File: src/rtl/axis_deadlock_monitor_n.sv
// Kernel-level deadlock monitor: debounces a stall over a stable-pattern confirm window,
// then latches the blocking-port snapshot, counts events and stall time, and holds a sticky flag.
//
// state       | meaning
// ST_STARTUP  | post-reset blanking, inputs ignored
// ST_MONITOR  | idle watch for a stall condition
// ST_CONFIRM  | stall seen, waiting for a stable pattern to persist
// ST_DEADLOCK | deadlock confirmed, waiting for recovery or clear
module axis_deadlock_monitor_n #(
    parameter int NUM_AXIS       = 2,
    parameter int NUM_INST       = 2,
    parameter int STARTUP_CYCLES = 10,
    parameter int CONFIRM_CYCLES = 2,
    parameter int CNT_W          = 16,
    parameter int EVT_W          = 8
) (
    input  logic                kernel_monitor_clock,
    input  logic                kernel_monitor_reset,
    input  logic [NUM_AXIS-1:0] axis_block_sigs,
    input  logic [NUM_INST-1:0] inst_idle_sigs,
    input  logic [NUM_INST-1:0] inst_block_sigs,
    input  logic                clear,
    output logic                kernel_block,
    output logic                deadlock,
    output logic                in_deadlock,
    output logic                report_valid,
    output logic [NUM_AXIS-1:0] blocked_ports,
    output logic [CNT_W-1:0]    stall_cycles,
    output logic [EVT_W-1:0]    deadlock_events
);

    localparam int              SU_W    = (STARTUP_CYCLES > 1) ? $clog2(STARTUP_CYCLES) : 1;
    localparam bit              SU_SKIP = (STARTUP_CYCLES == 0);
    localparam logic [SU_W-1:0] SU_LAST = SU_SKIP ? '0 : SU_W'(STARTUP_CYCLES - 1);
    localparam int              CF_W    = $clog2(CONFIRM_CYCLES + 1);
    localparam logic [CF_W-1:0] CF_LAST = CF_W'(CONFIRM_CYCLES - 1);

    typedef enum logic [1:0] {
        ST_STARTUP,
        ST_MONITOR,
        ST_CONFIRM,
        ST_DEADLOCK
    } state_t;

    state_t              state, state_nxt;
    logic [SU_W-1:0]     su_cnt, su_cnt_nxt;
    logic [CF_W-1:0]     cf_cnt, cf_cnt_nxt;
    logic [NUM_AXIS-1:0] pat, pat_nxt;
    logic                stall_cond;
    logic                clr_act;
    logic                enter_dl;

    assign stall_cond = (|axis_block_sigs | |inst_block_sigs) & ~(&inst_idle_sigs);
    assign clr_act    = clear && (state != ST_STARTUP);

    always_ff @(posedge kernel_monitor_clock or negedge kernel_monitor_reset) begin
        if (!kernel_monitor_reset) begin
            state  <= ST_STARTUP;
            su_cnt <= '0;
            cf_cnt <= '0;
            pat    <= '0;
        end else begin
            state  <= state_nxt;
            su_cnt <= su_cnt_nxt;
            cf_cnt <= cf_cnt_nxt;
            pat    <= pat_nxt;
        end
    end

    always_comb begin
        state_nxt  = state;
        su_cnt_nxt = su_cnt;
        cf_cnt_nxt = cf_cnt;
        pat_nxt    = pat;
        enter_dl   = 1'b0;
        case (state)
            ST_STARTUP: begin
                if (SU_SKIP || su_cnt == SU_LAST) state_nxt = ST_MONITOR;
                else su_cnt_nxt = su_cnt + 1'b1;
            end
            ST_MONITOR: begin
                if (stall_cond) begin
                    if (CONFIRM_CYCLES == 1) begin
                        enter_dl = 1'b1;
                    end else begin
                        state_nxt  = ST_CONFIRM;
                        cf_cnt_nxt = CF_W'(1);
                        pat_nxt    = axis_block_sigs;
                    end
                end
            end
            ST_CONFIRM: begin
                if (!stall_cond) begin
                    state_nxt  = ST_MONITOR;
                    cf_cnt_nxt = '0;
                end else if (axis_block_sigs != pat) begin
                    // a shifting pattern is traffic moving, not a deadlock: restart the window
                    cf_cnt_nxt = CF_W'(1);
                    pat_nxt    = axis_block_sigs;
                end else if (cf_cnt == CF_LAST) begin
                    enter_dl = 1'b1;
                end else begin
                    cf_cnt_nxt = cf_cnt + 1'b1;
                end
            end
            ST_DEADLOCK: begin
                if (!stall_cond) state_nxt = ST_MONITOR;
            end
            default: state_nxt = ST_STARTUP;
        endcase
        if (enter_dl) begin
            state_nxt  = ST_DEADLOCK;
            cf_cnt_nxt = '0;
        end
        // clear beats a coincident entry; software must see a fresh confirmation
        if (clr_act) begin
            enter_dl = 1'b0;
            if (state_nxt == ST_DEADLOCK) state_nxt = ST_MONITOR;
        end
    end

    always_ff @(posedge kernel_monitor_clock or negedge kernel_monitor_reset) begin
        if (!kernel_monitor_reset) begin
            kernel_block    <= 1'b0;
            deadlock        <= 1'b0;
            in_deadlock     <= 1'b0;
            report_valid    <= 1'b0;
            blocked_ports   <= '0;
            stall_cycles    <= '0;
            deadlock_events <= '0;
        end else begin
            kernel_block <= (state != ST_STARTUP) && stall_cond;
            in_deadlock  <= (state_nxt == ST_DEADLOCK);
            report_valid <= enter_dl;
            if (clr_act) begin
                deadlock        <= 1'b0;
                blocked_ports   <= '0;
                stall_cycles    <= '0;
                deadlock_events <= '0;
            end else begin
                if (enter_dl) begin
                    blocked_ports <= axis_block_sigs;
                    deadlock      <= 1'b1;
                    if (deadlock_events != '1) deadlock_events <= deadlock_events + 1'b1;
                end
                if ((state == ST_CONFIRM || state == ST_DEADLOCK) && stall_cycles != '1)
                    stall_cycles <= stall_cycles + 1'b1;
            end
        end
    end

endmodule

File: config.mk
export PLATFORM = sky130hd
export DESIGN_NAME = axis_deadlock_monitor_n
export DESIGN_NICKNAME = d
export VERILOG_FILES = /design/src/rtl/axis_deadlock_monitor_n.sv
export SDC_FILE = /design/constraint.sdc
export NUM_CORES = 1
export LEC_CHECK = 0
export BUFFER_PORTS_ARGS = -buffer_cell sky130_fd_sc_hd__buf_2
export CORE_MARGIN = 2
export CORE_UTILIZATION = 30
export DETAILED_ROUTE_END_ITERATION = 7
export HOLD_SLACK_MARGIN = 0.08
export SKIP_LAST_GASP = 1
export SLEW_MARGIN = 20
export SYNTH_ARGS = -nofsm -noshare
export SYNTH_HDL_FRONTEND = slang
export SYNTH_SLANG_ARGS = --single-unit
File: constraint.sdc
create_clock -name kernel_monitor_clock -period 2 [get_ports kernel_monitor_clock]
set_input_delay 0.4 -clock kernel_monitor_clock [delete_from_list [all_inputs] [get_ports kernel_monitor_clock]]
set_output_delay 0.4 -clock kernel_monitor_clock [all_outputs]
set_load 0.005 [all_outputs]
## Word level (Yosys, flattened, before mapping)

Index checks and enable logic that the tools add are counted.

| cells by class | value |
|---|---|
| add/sub/neg operators | 4 |
| multipliers | 0 |
| div/mod/pow operators | 0 |
| magnitude comparators | 0 |
| equal/unequal tests | 15 |
| shifts and indexed selects | 0 |
| muxes and demuxes | 31 |
| bitwise gates (word level) | 4 |
| reduce and logical (&&, ||, !) cells | 19 |

Operators with widths:

| kind | count |
|---|---|
| 2-to-1 mux 16 bit | 2 |
| 2-to-1 mux 2 bit | 16 |
| 2-to-1 mux 8 bit | 3 |
| adder 16 x 1 -> 16 bit, second input constant | 1 |
| inequality test 16 bit, second input constant | 1 |
| nonzero test 2 bit | 5 |
| adder 8 x 1 -> 8 bit, second input constant | 1 |
| == test 2 bit, second input constant | 4 |
| inequality test 8 bit, second input constant | 1 |
| case mux 2 bit (2 select lines) | 2 |
| 2-to-1 mux 1 bit | 7 |
| inequality test 2 bit, second input constant | 3 |
| case mux 2 bit (3 select lines) | 1 |
| AND reduction 2 bit | 3 |
| OR reduction 2 bit | 3 |
| inequality test 5 bit, second input constant | 1 |
| adder 4 x 1 -> 4 bit, second input constant | 1 |
| == test 2 x 1 -> 1 bit, second input constant | 2 |
| == test 4 bit, second input constant | 1 |
| AND reduction 4 bit | 1 |
| logical AND 1 bit | 3 |
| inequality test 3 bit, second input constant | 1 |
| AND reduction 3 bit | 1 |
| nonzero test 3 bit | 1 |
| other kinds (7) | 8 |

| word-level totals | value |
|---|---|
| bits in registers | 40 |
| latch bits | 0 |
| bits in writable memories | 0 |
| memory bits (read-only) | 0 |
| bits of input ports | 9 |
| output and inout port bits | 30 |
| logic and storage cells | 84 |
| memories kept | 0 |

## Longest topological paths before layout

Gate-level depths: netlist of the first run.

| logic depth | value |
|---|---|
| depth in word-level cells | 10 |
| depth in mapped cells | 8 |
| depth with buffers taken out | 7 |

## Worst setup path before layout of the first run

OpenSTA, ideal clock, no wires.

| timing path | value |
|---|---|
| path kind | reg2reg |
| start point | register state[0] |
| end point | register cf_cnt[0] |
| setup time | 125 ps |
| arrival | 1729 ps |
| data required time | 1875 ps |
| slack | 147 ps |
| cell stages (with the launch flop) | 9 |
| buffers on the path | 1 |
| period minus slack after synthesis | 1853 ps |
| path through | dfrtp_1 > inv_1 > ha_1 > nand2_1 > or3_1 > buf_6 > nor2_2 > a221oi_1 > mux2_2 |

| on the way | value |
|---|---|
| longest elaborated chain between the ends | 4 |
| elaborated cells between the ends (all ways) | 9 |
| those cells by class | eq/ne: 4; mux: 3; reduce/logical: 2 |

Ends and longest elaborated chain:

| element | RTL line | text |
|---|---|---|
| from (decl) | 45 | `state_t state, state_nxt;` |
| from (signal assigned) | 63 | `state <= state_nxt;` |
| == test 2 bit | 76 | `case (state)` |
| 2-to-1 mux 1 bit | 76 |  |
| inequality test 5 bit (no source line), or another cell as far along | -- |  |
| AND reduction 3 bit (no source line) | -- |  |
| to (signal assigned) | 65 | `cf_cnt <= cf_cnt_nxt;` |
| to (decl) | 47 | `logic [CF_W-1:0] cf_cnt, cf_cnt_nxt;` |

Several ways; a longest one is shown, not always the timed one.
A chain may end at the register's enable or synchronous reset.

## Final worst setup path of the first run

| timing path | value |
|---|---|
| start point | register state[1] |
| end point | register state[1] |

| on the way | value |
|---|---|
| longest elaborated chain between the ends | 7 |
| elaborated cells between the ends (all ways) | 16 |
| those cells by class | eq/ne: 4; mux: 8; reduce/logical: 4 |

Ends and longest elaborated chain:

| element | RTL line | text |
|---|---|---|
| == test 2 bit | 76 |  |
| OR reduction 2 bit (no source line) | -- |  |
| case mux 2 bit (3 select lines) | 76 |  |
| 2-to-1 mux 2 bit | 111 | `if (enter_dl) begin` |
| == test 2 bit | 118 | `if (state_nxt == ST_DEADLOCK) state_nxt = ST_MONITOR;` |
| 2-to-1 mux 2 bit | 118 |  |
| 2-to-1 mux 2 bit (*) | 116 | `if (clr_act) begin` |
| via state_nxt[1] | 45 |  |

The timed path passes the listed nets; every way through them passes the cells marked *.

==> results of run 1 <==
## final timing paths
kind | startpoint | endpoint | slack [ns] | cells after the start
worst min-delay path | axis_block_sigs[0] | pat[0] | 0.40 | 2
worst max-delay path | state[1] | state[1] | 0.09 | 7
min in group asynchronous | kernel_monitor_reset | stall_cycles[8] | 0.59 | 2
worst min register to register | su_cnt[3] | su_cnt[3] | 0.47 | 1
worst max register to register | state[1] | state[1] | 0.09 | 7
max in group asynchronous | kernel_monitor_reset | cf_cnt[0] | 0.93 | 3
## what timing repair did
item | CTS | global route
hold endpoints to repair | 19 | 0
buffers inserted | 0 | 0
gates resized for setup | 0 | 3
hold buffers | 1 | 0
setup endpoints to repair | 0 | 4
## final cells by class
type                       instances  area (um2)
fill                             723        4200
multi-input combinational        165        1140
clock inverter                     2        35.0
timing repair buffer              51         315
clock buffer                       6        72.6
tap                               96         120
inverter                           6        22.5
sequential                        40        1000
## where the power goes
group          switching, W  leakage [nW]  internal [W]
Combinational      0.000498         0.666      0.000427
Sequential         0.000115         0.534      0.000955
Clock              0.000291        0.0552      0.000371
## sequential cells by signal (all words and copies together), names as in the netlist
| signal | count |
|---|---|
| cf_cnt | 2 |
| report_valid | 1 |
| deadlock_events | 8 |
| pat | 2 |
| state | 2 |
| in_deadlock | 1 |
| deadlock | 1 |
| stall_cycles | 16 |
| blocked_ports | 2 |
| su_cnt | 4 |
| kernel_block | 1 |
## cell families after synthesis
group | count (synthesis) | share of synthesized area
simple gates | 99 | 0.248
flops | 40 | 0.462
compound gates | 27 | 0.0878
xor+xnor | 23 | 0.0930
buf+inv | 11 | 0.0225
fa+ha+maj | 9 | 0.0520
mux | 7 | 0.0346
## cells in the mapped netlist, drive strengths merged (3+ instances only)
cell / count / share of area
a21oi: 10 / 0.025
clkbuf: 4 / 0.0069
dfrtp: 40 / 0.46
ha: 9 / 0.052
inv: 6 / 0.010
mux2: 4 / 0.021
mux2i: 3 / 0.014
nand2: 18 / 0.035
nand3: 8 / 0.018
nand4: 4 / 0.012
nor2: 38 / 0.067
nor2b: 3 / 0.0087
nor3: 7 / 0.021
nor4: 5 / 0.031
o21ai: 5 / 0.012
or2: 3 / 0.0087
xnor2: 16 / 0.065
xor2: 7 / 0.028
## through the flow
step                      total power [W]  area, um2   util  hold slack, ns  setup TNS, ns
final                             0.00266       2700  0.391           0.401              0
after global routing              0.00285       2700  0.391           0.397       -0.00322
after CTS                         0.00268       2690  0.389           0.399              0
after detailed placement          0.00201       2570  0.372           0.394              0
after global placement            0.00200       2570  0.372           0.392              0
after floorplan                   0.00167       2170      -           0.104              0
## metal layers
layer	wire length [um]	part of all wire	vias up
met1	2350	0.50	827
met2	2040	0.44	35
met3	212	0.045	7
met5	0	0	-
met4	57	0.012	0
li1	-	-	860
==> run metrics, run 1 <==
Site Rows=30; clock transition at the registers of the reported paths=0.08 ns; min Tclk post-route=1.91 ns; CP cell instances=ha_1 > buf_4 > buf_4 > nor2_1 > a21oi_1 > o41ai_1 > nor2b_1; worst path bufs/invs=2; outcome=finished clean; Worst Path Required=2.23 ns; first-pass GRT wire length=7.72 mm; n_diodes=0; Avg Inst Size Synth=10.0 um2; Die Y=89.0 um; f_max=0.525 GHz; final WL=4.66 mm; Pins Over Slew Limit=0; final setup margin=0.0943 ns; starting density of the core=0.314; met3 GRT Util=0.0406; crit-path most repeated cell=buf_4; Mapped Area=2170 um2; number of CTS-inserted buffers=5; I/O Buffers=38; most frequent cells in the layout=dfrtp_1, buf_2, nor2_1; Worst Path Max Fanout=4; crit-path leading delay family=compound AO/OA/AOI/OAI gates; RD Place Congestion=0.787; Worst Hold Class=input pin to flop; Avg WL per Cell=12.7 um; post-detailed-route count of antenna-violating nets=0; largest net degree at the start of global routing=22; fin cells=366; Die W=89.0 um; vias in the first global route=1578; All-Layer GR Usage=0.125; CTS sink count=40; yosys warns=0; Seq/Total Area, Yosys=0.462; EDFF count, synth=0; CP Capture Type=flop; max-cap viol count=0; worst vdd ir=0.604 mV; P&R area growth vs syn=24.7%; ys flop type=dfrtp_1; cells after synthesis=216; CTS root buf=clkbuf_8; dpl ws=0.0626 ns; Critical Path AT=2.14 ns; Slew @ Worst Pin=0.546 ns; Syn Nets=234; final setup fails=0; Cells after DPL=357; grt met1 use=0.178; commonest non-fill, non-tap cell in the layout=dfrtp_1; worst-case clock buffer depth=2; grt peak-use layer=met2; DRC violations left=0; CTS tree=done; Synth cell types=47; die area=7920 um2; CP Class=flop to flop; number of H-tree levels=2; met2 Usage GRT=0.186; Core ar.=6910 um2; clock latency on the worst-skew pair=0.30 ns; Critical-path top delay cell=dfrtp_1; Slew headroom=0.633; Detailed Place HPWL=3.51 mm; Final Hold Vio Count=0; Layout Nets=287; Leakage=1.26 nW; initial DRC count=62; initial antenna violation count=0; Detailed Routing Iterations Pass 1=4; layout cells sized above 1=0.281; flop and latch count out of synthesis=40; Async SR Flop Fraction=1.00; power per cell area=983 nW/um2; crit share post-route=0.953; Fin Clk Skew=0.00845 ns; CP peak stage delay=0.43 ns; DR vias=1729; vias per cell=4.72; # IOs=39; overall overflow remaining after global route=0; critical path launch point type=flop
(Power assumes the default switching activity.)
==> run 2, diff against run 1 <==
==> constraint.sdc (replaced) <==
create_clock -name kernel_monitor_clock -period 1.8 [get_ports kernel_monitor_clock]
set_input_delay 0.36 -clock kernel_monitor_clock [delete_from_list [all_inputs] [get_ports kernel_monitor_clock]]
set_output_delay 0.36 -clock kernel_monitor_clock [all_outputs]
set_load 0.005 [all_outputs]
==> run 2 against run 1 <==
  * Non-clock buffer count is 12 higher
  * First-iteration DRC count is 15% higher
  * Sequential cell count stayed put
  * Worst setup slack worse by 0.046 ns
  * Final cell count is 3.0% higher
  * Die area stayed put
==> run metrics, run 2 (synthesized netlist as in run 1, its figures left out) <==
DR vias=1777 (+2.8%); switch share=0.355 (+0.0154); DRC violations left=0 (unchanged); RD Place Congestion=0.881 (+12%); I/O Buffers=38 (unchanged); critical path launch point type=flop; worst vdd ir=0.361 mV (-40%); Clock power frac=0.192 (-0.057); starting density of the core=0.314 (unchanged); Detailed Routing Iterations Pass 1=4 (unchanged); most frequent cells in the layout=buf_2, dfrtp_1, nor2_1; Die W=89.0 um (unchanged); CTS root buf=clkbuf_8; Reg-to-Reg End=cf_cnt[0]; Detailed Place HPWL=3.68 mm (+4.9%); Worst Path Required=1.97 ns (-0.26 ns); switching power=0.00104 W (+15%); initial antenna violation count=0 (unchanged); final setup fails=0 (unchanged); overall power=0.00291 W (+9.7%); min Tclk post-route=1.75 ns (-0.154 ns); Avg WL per Cell=13.0 um (+2.3%); Worst Hold Class=input pin to asynchronous set/reset pin; hold slack=0.126 ns (-0.275 ns); overall overflow remaining after global route=0 (unchanged); Die Y=89.0 um (unchanged); P&R area growth vs syn=28.7%; f_max=0.571 GHz (+8.8%); clock latency on the worst-skew pair=0.29 ns (about the same); die area=7920 um2 (unchanged); number of H-tree levels=2 (unchanged); Slew @ Worst Pin=0.525 ns (-0.0212 ns); clock transition at the registers of the reported paths=0.07 ns (about the same); Critical Path AT=1.93 ns (-0.21 ns); commonest non-fill, non-tap cell in the layout=buf_2; post-detailed-route count of antenna-violating nets=0 (unchanged); Fin Clk Skew=0.00706 ns (-0.00138 ns); Flop pwr share=0.409 (+0.006); Biggest register=stall_cycles; # hold bufs at CTS=0 (-1); vias in the first global route=1653 (+4.8%); Final Hold Vio Count=0 (unchanged); crit share post-route=0.973 (+0.0203); worst-case clock buffer depth=2 (unchanged); R2R Setup Slk=0.05 ns (-0.05 ns); Core ar.=6910 um2 (unchanged); first-pass GRT wire length=8.10 mm (+4.9%); multi-input logic area=1170 um2 (+3.3%); RR Startpoint=state[0]; CTS sink count=40 (unchanged); All-Layer GR Usage=0.133 (+0.00742); Worst Setup SP=state[0]; register area=1000 um2 (+0.25%); layout cells sized above 1=0.352 (+0.0708); crit path to=cf_cnt[0]; power per cell area=1040 nW/um2 (+6.3%); largest net degree at the start of global routing=41 (+86%); max-cap viol count=0 (unchanged); n_diodes=0 (unchanged); CP Class=flop to flop; initial DRC count=71 (+15%); # IOs=39 (unchanged); outcome=finished clean; Worst Path Max Fanout=6 (+2); CTS tree=done; final WL=4.91 mm (+5.4%); Top Registers=stall_cycles (16), deadlock_events (8), su_cnt (4); Pins Over Slew Limit=0 (unchanged); Filler cells=710 (-1.8%); Int Pwr=0.00188 W (+7.1%); Slew headroom=0.649 (+0.0165); vias per cell=4.71 (-0.22%); RSZ-0062 raised after global routing=yes; number of flip-flops in the largest register=16 (unchanged); CP Capture Type=flop; Layout Nets=299 (+4.2%); combinational power share=0.399 (+0.051); Leakage=1.30 nW (+3.8%); R2R depth=8 (+1); number of CTS-inserted buffers=5 (unchanged); Site Rows=30 (unchanged)
[run 2: power groups by stage]
stage                     Sequential (W)  Combinational [W]  Clock [W]
after CTS                        0.00118            0.00111   0.000583
after floorplan                  0.00119           0.000681          0
after global routing             0.00122            0.00130   0.000628
final                            0.00119            0.00116   0.000559
after detailed placement         0.00120            0.00110          0
after global placement           0.00120            0.00109          0
[run 2: final cells by class]
type,count,share of cell area
Tap cell,96,0.0431
Clock inverter,1,0.00179
Clock buffer,6,0.0260
Multi-Input combinational cell,165,0.421
Inverter,6,0.00808
Timing Repair Buffer,63,0.140
Sequential cell,40,0.360
[run 2: metal layers]
layer	vias up	track usage	wire length [um]
li1	888	-	-
met4	0	0.0488	66
met3	5	0.0295	204
met5	-	0	0
met2	39	0.197	2200
met1	845	0.190	2440
[run 2: worst min path at each step]
| stage | startpoint | cells after the start | to | slack [ns] |
|---|---|---|---|---|
| 2_1_floorplan | kernel_monitor_reset | 0 | blocked_ports[0] | 0.06 |
| 3_3_place_gp | kernel_monitor_reset | 2 | stall_cycles[6] | 0.46 |
| 3_5_place_dp | kernel_monitor_reset | 2 | stall_cycles[6] | 0.45 |
| 4_1_cts | kernel_monitor_reset | 2 | stall_cycles[6] | 0.14 |
| 5_1_grt | kernel_monitor_reset | 2 | stall_cycles[4] | 0.17 |
| 6_report | kernel_monitor_reset | 2 | stall_cycles[6] | 0.13 |
[run 2: repair_timing]
| action | 4_1_cts | 5_1_grt |
|---|---|---|
| buffers inserted | 0 | 1 |
| setup endpoints to repair | 2 | 15 |
| pin swaps | 0 | 3 |
| gates resized for setup | 1 | 14 |
| gates cloned | 0 | 1 |
[run 2: stage by stage]
step	area, um2	worst slack [ns]	setup TNS [ns]	std cells	utilization
finish	2790	0.0483	0	377	0.404
global placement	2660	-0.0674	-0.250	368	0.385
global route	2790	-0.0360	-0.163	377	0.404
CTS	2740	0.00559	0	375	0.396
floorplan	2180	0.0203	0	216	-
detailed placement	2660	-0.0716	-0.384	368	0.385
[run 2: critical path: stages (launching register included)]
cell and delay (ns):
dfrtp_1 0.39, inv_2 0.08, ha_4 0.16, nand2_1 0.05, or3_4 0.34, buf_6 0.15
nor2_4 0.14, a221oi_2 0.05, mux2_4 0.28
